==> config.mk <==
export PLATFORM = sky130hd
export DESIGN_NAME = key_detect_module
export DESIGN_NICKNAME = d
export VERILOG_FILES = /design/src/rtl/key_detect_module.sv
export SDC_FILE = /design/constraint.sdc
export NUM_CORES = 1
export LEC_CHECK = 0
export ABC_AREA = 1
export CORE_ASPECT_RATIO = 0.8
export CORE_UTILIZATION = 30
export DETAILED_ROUTE_END_ITERATION = 8
export PLACE_DENSITY = 0.46
export SLEW_MARGIN = 5
export SYNTH_ARGS = -nofsm -noshare
export SYNTH_HDL_FRONTEND = slang
export SYNTH_SLANG_ARGS = --single-unit
==> constraint.sdc <==
create_clock -name CLK -period 1.8 [get_ports CLK]
set_input_delay 0.54 -clock CLK [delete_from_list [all_inputs] [get_ports CLK]]
set_output_delay 0.54 -clock CLK [all_outputs]
set_load 0.005 [all_outputs]
==> src/rtl/key_detect_module.sv <==
// Pushbutton debouncer: two-flop synchronizer feeding a four-state FSM.
// The FSM produces a debounced level plus press, release and long-press strobes.
module key_detect_module #(
   parameter logic [21:0] T_DB       = 22'd999_999,
   parameter logic [6:0]  LONG_TICKS = 7'd50
) (
   input  logic CLK,
   input  logic RSTn,
   input  logic Key_In,
   output logic Key_Level,
   output logic Press_Pulse,
   output logic Release_Pulse,
   output logic Long_Press
);

   typedef enum logic [1:0] {
      IDLE       = 2'd0,
      PRESS_DB   = 2'd1,
      HELD       = 2'd2,
      RELEASE_DB = 2'd3
   } state_t;

   state_t      state, state_nxt;
   logic        s1, s2;
   logic [21:0] count, count_nxt;
   logic [6:0]  long_cnt, long_cnt_nxt, long_cnt_inc;
   logic        long_flag, long_flag_nxt;
   logic        level_nxt, press_nxt, release_nxt, long_nxt;

   assign long_cnt_inc = long_cnt + 7'd1;

   always_ff @(posedge CLK) begin
      if (!RSTn) begin
         state         <= IDLE;
         s1            <= 1'b1;
         s2            <= 1'b1;
         count         <= '0;
         long_cnt      <= '0;
         long_flag     <= 1'b0;
         Key_Level     <= 1'b0;
         Press_Pulse   <= 1'b0;
         Release_Pulse <= 1'b0;
         Long_Press    <= 1'b0;
      end else begin
         state         <= state_nxt;
         s1            <= Key_In;
         s2            <= s1;
         count         <= count_nxt;
         long_cnt      <= long_cnt_nxt;
         long_flag     <= long_flag_nxt;
         Key_Level     <= level_nxt;
         Press_Pulse   <= press_nxt;
         Release_Pulse <= release_nxt;
         Long_Press    <= long_nxt;
      end
   end

   always_comb begin
      state_nxt     = state;
      count_nxt     = count;
      long_cnt_nxt  = long_cnt;
      long_flag_nxt = long_flag;
      level_nxt     = Key_Level;
      press_nxt     = 1'b0;
      release_nxt   = 1'b0;
      long_nxt      = 1'b0;
      case (state)
         IDLE: begin
            count_nxt = '0;
            if (!s2) state_nxt = PRESS_DB;
         end
         PRESS_DB: begin
            if (s2) begin
               state_nxt = IDLE;
               count_nxt = '0;
            end else if (count == T_DB) begin
               state_nxt     = HELD;
               count_nxt     = '0;
               long_cnt_nxt  = '0;
               long_flag_nxt = 1'b0;
               level_nxt     = 1'b1;
               press_nxt     = 1'b1;
            end else begin
               count_nxt = count + 22'd1;
            end
         end
         HELD: begin
            // A release seen on the wrap edge wins, so that wrap is not counted.
            if (s2) begin
               state_nxt = RELEASE_DB;
               count_nxt = '0;
            end else if (count == T_DB) begin
               count_nxt = '0;
               if (long_cnt != LONG_TICKS) begin
                  long_cnt_nxt = long_cnt_inc;
                  if (long_cnt_inc == LONG_TICKS && !long_flag) begin
                     long_nxt      = 1'b1;
                     long_flag_nxt = 1'b1;
                  end
               end
            end else begin
               count_nxt = count + 22'd1;
            end
         end
         RELEASE_DB: begin
            if (!s2) begin
               state_nxt = HELD;
               count_nxt = '0;
            end else if (count == T_DB) begin
               state_nxt     = IDLE;
               count_nxt     = '0;
               long_flag_nxt = 1'b0;
               level_nxt     = 1'b0;
               release_nxt   = 1'b1;
            end else begin
               count_nxt = count + 22'd1;
            end
         end
         default: begin
            state_nxt = IDLE;
            count_nxt = '0;
         end
      endcase
   end

endmodule

== After elaboration in Yosys (flattened, before gate mapping) ==
Cells that the tools add are included.
Cells by class
  bitwise operators: 5
  add/subtract/negate cells: 2
  equal/unequal tests: 18
  reductions and logical operators: 14
  muxes and demuxes: 32
Operator list (number)
  two-way mux 22 bit: 3
  one-hot mux 22 bit (3 select lines): 1
  two-way mux 7 bit: 5
  adder 22 x 1 -> 22 bit (second input constant): 1
  == test 22 x 20 -> 1 bit (second input constant): 1
  inequality test 2 bit (second input constant): 10
  one-hot mux 7 bit (2 select lines): 1
  two-way mux 1 bit: 13
  two-way mux 2 bit: 6
  one-hot mux 2 bit (4 select lines): 1
  adder 7 x 1 -> 7 bit (second input constant): 1
  == test 7 x 6 -> 1 bit (second input constant): 1
  inequality test 7 x 6 -> 1 bit (second input constant): 1
  AND reduction 7 bit: 1
  inequality test 3 bit (second input constant): 2
  AND reduction 6 bit: 1
  NOT 1 bit: 5
  AND reduction 5 bit: 1
  OR reduction 5 bit: 1
  == test 2 bit (second input constant): 2
  AND reduction 4 bit: 1
  nonzero test 2 bit: 2
  one-hot mux 1 bit (3 select lines): 1
  AND reduction 3 bit: 1
  other kinds (8): 8
Storage, ports and cells
  register bits: 38
  input port bits: 3
  word-level logic and storage cells: 81

== Longest topological paths before layout ==
Gate-level depths: netlist of the first run.
  word-level depth: 8
  gate-level depth with buffers: 10
  mapped depth without buffers: 10

== Least setup slack after synthesis of the first run ==
Ideal clock, no wire load.
  path kind: reg-to-reg
  start: register state[0]
  end: register long_cnt[0]
  clock period less this slack: 1653 ps
  required time: 1684 ps
  setup slack: 147 ps
  buffers on the path: 1
  data arrival time: 1537 ps
  stages on the path, launching flop included: 10
  path through: dfxtp_1 > inv_1 > ha_1 > inv_1 > clkbuf_1 > nand2_1 > o21ai_0 > nand3_2 > o21ai_0 > nor2_1
Between the ends
  longest elaborated chain between the ends: 3
  elaborated cells between the ends (all ways): 10
  those cells by class: eq/ne (7); mux (1); reduce/logical (2)
RTL lines
  from (decl): line 23  | state_t state, state_nxt;
  from (signal assigned): line 45  | state <= state_nxt;
  == test 2 bit / == test 2 x 1 -> 1 bit (equally long branches): line 67  | case (state)
  inequality test 2 bit (no source line) / nonzero test 2 bit (equally long branches)
  AND reduction 6 bit (no source line)
  to (signal assigned): line 49  | long_cnt <= long_cnt_nxt;
  to (decl): line 26  | logic [6:0] long_cnt, long_cnt_nxt, long_cnt_inc;
Parallel ways exist; a longest one is shown, timed or not.
A chain may end at the register's enable or synchronous reset.

== Final worst setup path of the first run ==
  start: register Key_Level
  end: output Key_Level
RTL lines
  from (decl): line 10  | output logic Key_Level,
  from (signal assigned): line 51  | Key_Level <= level_nxt;
No word-level cell between the ends.

==> metrics.txt, run 1 <==
# TYPE chip_impl_metric gauge
chip_impl_info{name="run_status",value="completed"} 1
chip_impl_info{name="crit_slowest_cell",value="sky130_fd_sc_hd__clkdlybuf4s50_1"} 1
chip_impl_metric{name="yosysWarnings",unit=""} 0
chip_impl_metric{name="worst_hold_slack",unit="ps"} 405
chip_impl_metric{name="cts.clk_slew.worst_paths",unit="ps"} 70
chip_impl_metric{name="drt_pre_antenna_iters",unit=""} 4
chip_impl_metric{name="drt-wirelength-per-cell",unit="microns"} 10.7
chip_impl_metric{name="die-width",unit="microns"} 94.7
chip_impl_info{name="synth_top_family_by_area",value="simple AND/OR/NAND/NOR gates"} 1
chip_impl_metric{name="dpl.cell_count",unit=""} 392
chip_impl_metric{name="fin_cells",unit=""} 399
chip_impl_metric{name="insertedDiodeCount",unit=""} 0
chip_impl_metric{name="grtUsageTotal",unit="%"} 13.5
chip_impl_metric{name="layout-drive-gt1-share",unit="%"} 10.5
chip_impl_metric{name="std_cell_rows",unit=""} 26
chip_impl_info{name="library_cell_used_as_clock_root_buffer",value="sky130_fd_sc_hd__clkbuf_8"} 1
chip_impl_metric{name="timing.critical_path.required",unit="ps"} 1260
chip_impl_metric{name="share_of_synthesized_area_occupied_by_flip_flops_and_latches",unit="%"} 36.9
chip_impl_metric{name="max_clock_freq",unit="MHz"} 600
chip_impl_metric{name="total_leakage_power",unit="nW"} 0.870
chip_impl_metric{name="muxShareOfSynthArea",unit="%"} 0
chip_impl_metric{name="post_syn_area",unit="sq mm"} 0.00206
chip_impl_metric{name="drcViolationCount",unit=""} 0
chip_impl_metric{name="num_vias",unit=""} 1748
chip_impl_metric{name="clock_power_share",unit="%"} 34.9
chip_impl_metric{name="syn2layout_area_growth",unit="%"} 14.8
chip_impl_info{name="critical_path.top_delay_family",value="buffers and inverters"} 1
chip_impl_metric{name="die_h",unit="microns"} 76.1
chip_impl_info{name="r2r_end",value="count[14]"} 1
chip_impl_info{name="tritoncts_clock_tree",value="built"} 1
chip_impl_metric{name="final-setup-viol-count",unit=""} 0
chip_impl_metric{name="power.sequential.fraction",unit="%"} 51.6
chip_impl_metric{name="tritoncts.num_buffers",unit=""} 5
chip_impl_metric{name="total_switching_power",unit="mW"} 0.440
chip_impl_metric{name="post_synth_fa_ha_maj_area_fraction",unit="%"} 5.46
chip_impl_info{name="worstHoldPathType",value="reg -> reg"} 1
chip_impl_info{name="mostFrequentLayoutCells",value="sky130_fd_sc_hd__nor2_1, sky130_fd_sc_hd__nand2_1, sky130_fd_sc_hd__dfxtp_1, sky130_fd_sc_hd__inv_1, sky130_fd_sc_hd__nand3_1"} 1
chip_impl_metric{name="clkSinkCount",unit=""} 38
chip_impl_info{name="worst_setup_path_end_kind",value="output port"} 1
chip_impl_metric{name="design.final.nets",unit=""} 328
chip_impl_metric{name="clk_latency",unit="ps"} 280
chip_impl_metric{name="p_int",unit="mW"} 1.24
chip_impl_info{name="cp_cell_sequence",value="clkdlybuf4s50_1"} 1
chip_impl_metric{name="hold_buffers",unit=""} 0
chip_impl_info{name="timing.setup.critical_path_class",value="reg -> out"} 1
chip_impl_metric{name="filler_cells_inserted",unit=""} 718
chip_impl_metric{name="synth_top_area_share",unit="%"} 36.9
chip_impl_info{name="min_to",value="s2"} 1
chip_impl_metric{name="place_congestion",unit=""} 0.744
chip_impl_metric{name="totalNegativeSetupSlack",unit="ps"} 0
chip_impl_metric{name="period_share",unit="%"} 92.5
chip_impl_metric{name="syn-num-nets",unit=""} 310
chip_impl_metric{name="cp.depth",unit=""} 1
chip_impl_info{name="rsz0062_at_grt",value="false"} 1
chip_impl_metric{name="design_area",unit="sq mm"} 0.00237
chip_impl_metric{name="holdPathStages",unit=""} 2
chip_impl_metric{name="switch_share",unit="%"} 26.2
chip_impl_metric{name="timing.slew.headroom",unit="%"} 69.5
chip_impl_metric{name="drv_cap",unit=""} 0
chip_impl_info{name="regToRegStartpoint",value="count[0]"} 1
chip_impl_metric{name="wirelength",unit="mm"} 4.28
chip_impl_info{name="layout.cells.most_common",value="sky130_fd_sc_hd__nor2_1"} 1
chip_impl_info{name="ys_top_cells_by_area",value="sky130_fd_sc_hd__dfxtp_1, sky130_fd_sc_hd__nor2_1, sky130_fd_sc_hd__nand2_1"} 1
chip_impl_metric{name="area_used_by_multi_input_combinational_logic",unit="sq mm"} 0.00113
chip_impl_metric{name="grt_antenna_before_repair",unit=""} 0
chip_impl_metric{name="post_synth_xor_area_fraction",unit="%"} 6.80
chip_impl_metric{name="detailedRoute.firstIterationViolations",unit=""} 83
chip_impl_metric{name="slowest_delay",unit="ps"} 500
chip_impl_metric{name="synthDistinctLibCells",unit=""} 27
chip_impl_info{name="synth_top_cell_by_area",value="sky130_fd_sc_hd__dfxtp_1"} 1
chip_impl_metric{name="vdd_ir_drop_max",unit="uV"} 306
chip_impl_metric{name="design_power_total",unit="mW"} 1.68
chip_impl_metric{name="rr_worst_depth",unit=""} 7
chip_impl_metric{name="crit_fanout",unit=""} 2
chip_impl_metric{name="fp.coreArea",unit="sq mm"} 0.00651
chip_impl_metric{name="r2r_setup_slack",unit="ps"} 170
chip_impl_metric{name="number_of_endpoints_with_negative_hold_slack_in_the_final_report",unit=""} 0
chip_impl_metric{name="full_die_area",unit="sq mm"} 0.00721
chip_impl_metric{name="cts_max_level",unit=""} 2
chip_impl_metric{name="min_period",unit="ps"} 1670
chip_impl_metric{name="cp.buffers_inverters",unit=""} 1
chip_impl_metric{name="complex_gate_fraction_of_the_synthesized_area",unit="%"} 7.04
chip_impl_metric{name="ys_seq_elements",unit=""} 38
chip_impl_metric{name="antenna_violating_nets_post_route",unit=""} 0
chip_impl_metric{name="syn_inst",unit=""} 298
chip_impl_info{name="worstHoldStart",value="s1"} 1
chip_impl_info{name="critPathLaunchType",value="flip-flop"} 1
chip_impl_metric{name="sequential_cell_area",unit="sq um"} 761
chip_impl_metric{name="synth-simple-area-share",unit="%"} 34.9
chip_impl_metric{name="initial_core_util",unit="%"} 31.7
chip_impl_metric{name="p_comb_share",unit="%"} 13.5
chip_impl_metric{name="dp_hpwl",unit="mm"} 3.29
chip_impl_metric{name="mapped_avg_cell_area",unit="sq um"} 6.92
chip_impl_metric{name="timing.final.max_slew_violations",unit=""} 0
chip_impl_metric{name="worstMarginPinSlew",unit="ps"} 454
chip_impl_metric{name="number_of_global_route_vias_before_repair",unit=""} 1659
chip_impl_metric{name="global_route_wire_length_before_repair",unit="mm"} 7.74
chip_impl_metric{name="finalClockSkew",unit="ps"} 2.69
chip_impl_metric{name="port-buffer-count",unit=""} 6
chip_impl_metric{name="cp.arrival",unit="ps"} 1130
chip_impl_metric{name="io_pins",unit=""} 7
chip_impl_metric{name="clock_tree.buffer_depth",unit=""} 2
chip_impl_metric{name="postPlaceCellArea",unit="sq mm"} 0.00227
chip_impl_metric{name="power_per_cell_area",unit="mW/mm^2"} 709
chip_impl_metric{name="global_route.overflow_total",unit=""} 0
chip_impl_metric{name="dr_vias_cell",unit=""} 4.38
chip_impl_metric{name="grt_max_degree",unit=""} 16
## state kept, by name, summed over array words and instances, names as in the netlist, named ones only
signal         flops
s2                 1
s1                 1
Press_Pulse        1
long_flag          1
long_cnt           7
state              1
Long_Press         1
Key_Level          1
Release_Pulse      1
count             22
## cells in the mapped netlist
cell type	n
sky130_fd_sc_hd__dfxtp_1	38
sky130_fd_sc_hd__clkinv_2	2
sky130_fd_sc_hd__xnor2_1	6
sky130_fd_sc_hd__o21ai_0	17
sky130_fd_sc_hd__nand2_1	53
sky130_fd_sc_hd__nor4_1	1
sky130_fd_sc_hd__nor2_4	1
sky130_fd_sc_hd__inv_2	1
sky130_fd_sc_hd__o2111ai_2	1
sky130_fd_sc_hd__buf_4	2
sky130_fd_sc_hd__or2_2	1
sky130_fd_sc_hd__nand3_2	4
sky130_fd_sc_hd__o21ai_1	1
sky130_fd_sc_hd__xor2_1	10
sky130_fd_sc_hd__nor3_1	6
sky130_fd_sc_hd__nor2_2	2
sky130_fd_sc_hd__nor2_1	70
sky130_fd_sc_hd__nor3_4	1
sky130_fd_sc_hd__nand4_1	6
sky130_fd_sc_hd__a21oi_1	8
sky130_fd_sc_hd__nand3_1	14
sky130_fd_sc_hd__inv_1	38
sky130_fd_sc_hd__nor3_2	2
sky130_fd_sc_hd__clkbuf_1	2
sky130_fd_sc_hd__nand2_2	1
sky130_fd_sc_hd__buf_2	1
sky130_fd_sc_hd__ha_1	9
## metrics by stage
stage / utilization [%] / setup slack, ps
6_report: 36.4 / 134
5_1_grt: 36.4 / 10.3
4_1_cts: 36.1 / 127
3_5_place_dp: 34.8 / 142
3_3_place_gp: 34.8 / 146
2_1_floorplan: - / 147
## power by group through the flow
| stage | Clock, mW | Combinational, mW | Sequential [mW] |
|---|---|---|---|
| final | 0.585 | 0.227 | 0.865 |
| after detailed placement | 0 | 0.220 | 0.885 |
| after global placement | 0 | 0.226 | 0.885 |
| after global routing | 0.642 | 0.268 | 0.868 |
| after CTS | 0.611 | 0.222 | 0.865 |
| after floorplan | 0 | 0.154 | 0.887 |
## metal layers
layer  share of wire, %  GRT usage [%]  vias to the layer above  wire (microns)
met4               0.58           3.64                        0              25
met3                3.3           3.29                        2             140
met2                 37           17.6                       20            1580
li1                   -              -                      964               -
met5                  0              0                        -               0
met1                 59           21.4                      762            2530
## cell families (layout without fill, tap and decap cells)
family / count (synthesis) / in the layout
compound gates: 27 / 27
xor+xnor: 16 / 16
fa+ha+maj: 9 / 9
buf+inv: 46 / 63
flops: 38 / 38
simple gates: 162 / 162
## cell type report
cell class | instances | area share, %
clock buffer | 6 | 3.49
inverter | 41 | 6.61
multi-input combinational | 214 | 47.6
sequential | 38 | 32.2
tap | 84 | 4.44
timing repair buffer | 16 | 5.71
## repair_timing
action / 4_1_cts / 5_1_grt
resized for setup: 0 / 6
buffers inserted: 0 / 1
endpoints found under the setup margin: 0 / 7
## how the worst max path moves through the flow
stage / from / endpoint / slack (ps)
global placement: RSTn / Long_Press / 150
floorplan: state[0] / long_cnt[0] / 150
detailed placement: count[0] / long_cnt[5] / 140
global route: count[0] / long_cnt[1] / 10
finish: Key_Level / Key_Level / 130
CTS: Key_Level / Key_Level / 130
## worst reg2reg max path, stage by stage, from the launching register on
cell	delay [ps]
sky130_fd_sc_hd__dfxtp_1	340
sky130_fd_sc_hd__ha_1	210
sky130_fd_sc_hd__nand3_1	180
sky130_fd_sc_hd__nor3_4	210
sky130_fd_sc_hd__nand3_2	190
sky130_fd_sc_hd__nor2_2	190
sky130_fd_sc_hd__xor2_1	160
sky130_fd_sc_hd__nor2_1	50
Power figures use the tool's default switching activity.
==> inputs of run 2 (changes only) <==
--- a/config.mk
+++ b/config.mk
@@ -11,4 +11,4 @@
 export DETAILED_ROUTE_END_ITERATION = 8
-export PLACE_DENSITY = 0.46
-export SLEW_MARGIN = 5
+export PLACE_DENSITY = 0.47
+export SLEW_MARGIN = 20
 export SYNTH_ARGS = -nofsm -noshare
==> constraint.sdc (replaced) <==
create_clock -name CLK -period 1.4 [get_ports CLK]
set_input_delay 0.28 -clock CLK [delete_from_list [all_inputs] [get_ports CLK]]
set_output_delay 0.28 -clock CLK [all_outputs]
set_load 0.005 [all_outputs]
==> run 2 against run 1 <==
The run now ends with negative setup slack left. Global-route usage rose by 1.8 points. Power rose by 42%. Non-clock buffer count rose by 49. Utilization rose by 9.3 points. Clock power rose by 36%. Die area did not move. Sequential power rose by 29%. Critical path type is now reg -> reg. Critical endpoint is now count[14]. Largest cell class unchanged.
==> metrics.txt, run 2 (synthesized netlist as in run 1, its figures left out) <==
# TYPE chip_impl_metric gauge
chip_impl_metric{name="r2r_setup_slack",unit="ps"} -90
chip_impl_metric{name="power_per_cell_area",unit="mW/mm^2"} 800
chip_impl_info{name="worst_setup_path_end_kind",value="flip-flop"} 1
chip_impl_metric{name="clock_tree.buffer_depth",unit=""} 2
chip_impl_metric{name="post-route-worst-setup-slack",unit="ps"} -85.6
chip_impl_metric{name="clk_latency",unit="ps"} 290
chip_impl_info{name="r2r_end",value="count[14]"} 1
chip_impl_metric{name="drt-met1-wl",unit="mm"} 2.76
chip_impl_metric{name="worstMarginPinSlew",unit="ps"} 312
chip_impl_info{name="timing.setup.critical_path_class",value="reg -> reg"} 1
chip_impl_metric{name="place_congestion",unit=""} 0.774
chip_impl_metric{name="design_area",unit="sq mm"} 0.00297
chip_impl_metric{name="largest_register_ff_count",unit=""} 22
chip_impl_info{name="biggestRegsByFlops",value="count x22, long_cnt x7"} 1
chip_impl_info{name="mostFrequentLayoutCells",value="sky130_fd_sc_hd__buf_4, sky130_fd_sc_hd__nor2_1, sky130_fd_sc_hd__nand2_1"} 1
chip_impl_metric{name="postPlaceCellArea",unit="sq mm"} 0.00264
chip_impl_metric{name="period_share",unit="%"} 106
chip_impl_info{name="worstHoldStart",value="s1"} 1
chip_impl_metric{name="layout-drive-gt1-share",unit="%"} 36.6
chip_impl_info{name="critPathLaunchType",value="flip-flop"} 1
chip_impl_info{name="violations_in_the_final_reports",value="negative setup slack"} 1
chip_impl_metric{name="die_h",unit="microns"} 76.1
chip_impl_metric{name="grtUsageTotal",unit="%"} 15.3
chip_impl_metric{name="num_vias",unit=""} 1981
chip_impl_info{name="uppermost_layer_routed",value="met4"} 1
chip_impl_metric{name="cts_max_level",unit=""} 2
chip_impl_metric{name="rr_worst_depth",unit=""} 8
chip_impl_metric{name="number_of_global_route_vias_before_repair",unit=""} 1863
chip_impl_metric{name="std_cell_rows",unit=""} 26
chip_impl_info{name="tritoncts_clock_tree",value="built"} 1
chip_impl_metric{name="min_period",unit="ps"} 1490
chip_impl_info{name="timing.critical_path.from",value="count[1]"} 1
chip_impl_metric{name="drv_cap",unit=""} 0
chip_impl_metric{name="global_route.overflow_total",unit=""} 0
chip_impl_metric{name="finalClockSkew",unit="ps"} 4.03
chip_impl_metric{name="syn2layout_area_growth",unit="%"} 44.1
chip_impl_metric{name="fp.coreArea",unit="sq mm"} 0.00651
chip_impl_metric{name="design.final.nets",unit=""} 377
chip_impl_metric{name="dpl_worst_slack",unit="ps"} -109
chip_impl_metric{name="filler_cells_inserted",unit=""} 673
chip_impl_info{name="regToRegStartpoint",value="count[1]"} 1
chip_impl_info{name="setup.worst_path.end",value="count[14]"} 1
chip_impl_metric{name="timing.final.max_slew_violations",unit=""} 0
chip_impl_metric{name="route.met2.wl",unit="mm"} 2.01
chip_impl_metric{name="insertedDiodeCount",unit=""} 0
chip_impl_metric{name="cp.arrival",unit="ps"} 1670
chip_impl_metric{name="drcViolationCount",unit=""} 0
chip_impl_info{name="layout.cells.most_common",value="sky130_fd_sc_hd__buf_4"} 1
chip_impl_metric{name="met3_length",unit="microns"} 142
chip_impl_metric{name="design_power_total",unit="mW"} 2.38
chip_impl_metric{name="max_clock_freq",unit="MHz"} 673
chip_impl_metric{name="final-setup-viol-count",unit=""} 32
chip_impl_metric{name="grt_antenna_before_repair",unit=""} 0
chip_impl_metric{name="dr_vias_cell",unit=""} 4.40
chip_impl_info{name="library_cell_used_as_clock_root_buffer",value="sky130_fd_sc_hd__clkbuf_8"} 1
chip_impl_metric{name="timing.critical_path.required",unit="ps"} 1590
chip_impl_metric{name="global_route_wire_length_before_repair",unit="mm"} 8.57
chip_impl_metric{name="crit_fanout",unit=""} 5
chip_impl_metric{name="vdd_ir_drop_max",unit="uV"} 403
chip_impl_metric{name="full_die_area",unit="sq mm"} 0.00721
chip_impl_metric{name="cts.clk_slew.worst_paths",unit="ps"} 80
chip_impl_metric{name="die-width",unit="microns"} 94.7
chip_impl_metric{name="drt_pre_antenna_iters",unit=""} 4
chip_impl_metric{name="number_of_endpoints_with_negative_hold_slack_in_the_final_report",unit=""} 0
chip_impl_metric{name="grt_max_degree",unit=""} 14
chip_impl_metric{name="initial_core_util",unit="%"} 31.7
chip_impl_info{name="rsz0062_at_grt",value="true"} 1
chip_impl_metric{name="detailedRoute.firstIterationViolations",unit=""} 66
chip_impl_metric{name="clkSinkCount",unit=""} 38
chip_impl_metric{name="area_used_by_multi_input_combinational_logic",unit="sq mm"} 0.00130
chip_impl_info{name="max_flop_register",value="count"} 1
chip_impl_metric{name="worst_hold_slack",unit="ps"} 411
chip_impl_info{name="worstHoldPathType",value="reg -> reg"} 1
chip_impl_metric{name="io_pins",unit=""} 7
chip_impl_metric{name="postLayoutCoreUtil",unit="%"} 45.6
chip_impl_metric{name="wirelength",unit="mm"} 5.00
chip_impl_metric{name="total_leakage_power",unit="nW"} 1.19
chip_impl_metric{name="dp_hpwl",unit="mm"} 3.63
chip_impl_metric{name="sequential_cell_area",unit="sq um"} 781
chip_impl_metric{name="tritoncts.num_buffers",unit=""} 5
chip_impl_metric{name="drt-wirelength-per-cell",unit="microns"} 11.1
chip_impl_info{name="run_status",value="complete, but fails checks"} 1
chip_impl_metric{name="port-buffer-count",unit=""} 6
chip_impl_metric{name="antenna_violating_nets_post_route",unit=""} 0
chip_impl_metric{name="timing.slew.headroom",unit="%"} 79.0
==> run 2: changes by cell type in the layout (fill, tap and decap cells not counted), moves of 7 or more <==
cell                      before  now
sky130_fd_sc_hd__nor2_1       70   53
sky130_fd_sc_hd__o21ai_2       0    7
sky130_fd_sc_hd__nor2_2        2   17
sky130_fd_sc_hd__dfxtp_1      38   28
sky130_fd_sc_hd__buf_4        10   54
sky130_fd_sc_hd__dfxtp_2       0    7
sky130_fd_sc_hd__o21ai_0      13    5
==> run 2: worst min-delay path by stage <==
| stage | endpoint | slack (ps) | depth (start not counted) |
|---|---|---|---|
| 6_report | s2 | 410 | 2 |
| 5_1_grt | s2 | 430 | 2 |
| 4_1_cts | s2 | 420 | 2 |
| 3_5_place_dp | s2 | 400 | 2 |
| 3_3_place_gp | s2 | 390 | 2 |
| 2_1_floorplan | s1 | 360 | 2 |
==> run 2: final cells by class <==
class | count | share of cell area (%)
Clock buffer | 7 | 2.91
Clock inverter | 1 | 0.169
Inverter | 41 | 5.39
Multi-Input combinational cell | 214 | 43.9
Sequential cell | 38 | 26.3
Tap cell | 84 | 3.54
Timing Repair Buffer | 65 | 17.8
==> run 2: per-layer routing <==
layer  GRT usage (%)  vias up
met5               0        -
met4            6.67        0
met3            3.09        9
met2            20.4       22
met1            23.2      886
li1                -     1064
==> run 2: worst max-delay path, stage by stage (launching register included) <==
cell	delay, ps
sky130_fd_sc_hd__dfxtp_2	360
sky130_fd_sc_hd__ha_4	150
sky130_fd_sc_hd__inv_2	40
sky130_fd_sc_hd__nor3_4	230
sky130_fd_sc_hd__nand3_2	160
sky130_fd_sc_hd__o2111ai_2	100
sky130_fd_sc_hd__buf_6	160
sky130_fd_sc_hd__buf_6	130
sky130_fd_sc_hd__nor2_1	50
==> run 2: metrics by stage <==
| stage | std cells | setup TNS (ps) |
|---|---|---|
| after detailed placement | 435 | -2220 |
| after global routing | 450 | -5080 |
| after global placement | 435 | -2030 |
| final | 450 | -1950 |
| after floorplan | 298 | -14.3 |
| after CTS | 448 | -2860 |
==> run 2: report_power, final <==
part           switching, mW  internal (mW)  total, mW
clock                  0.397          0.398      0.795
sequential            0.0219           1.10       1.12
combinational          0.253          0.205      0.458
==> run 2: timing repair <==
item / 4_1_cts / 5_1_grt
cloned: 1 / 0
pin swaps: 14 / 16
endpoints found under the setup margin: 35 / 37
hold buffers: 0 / 0
gates resized for setup: 24 / 45
setup buffers: 4 / 3
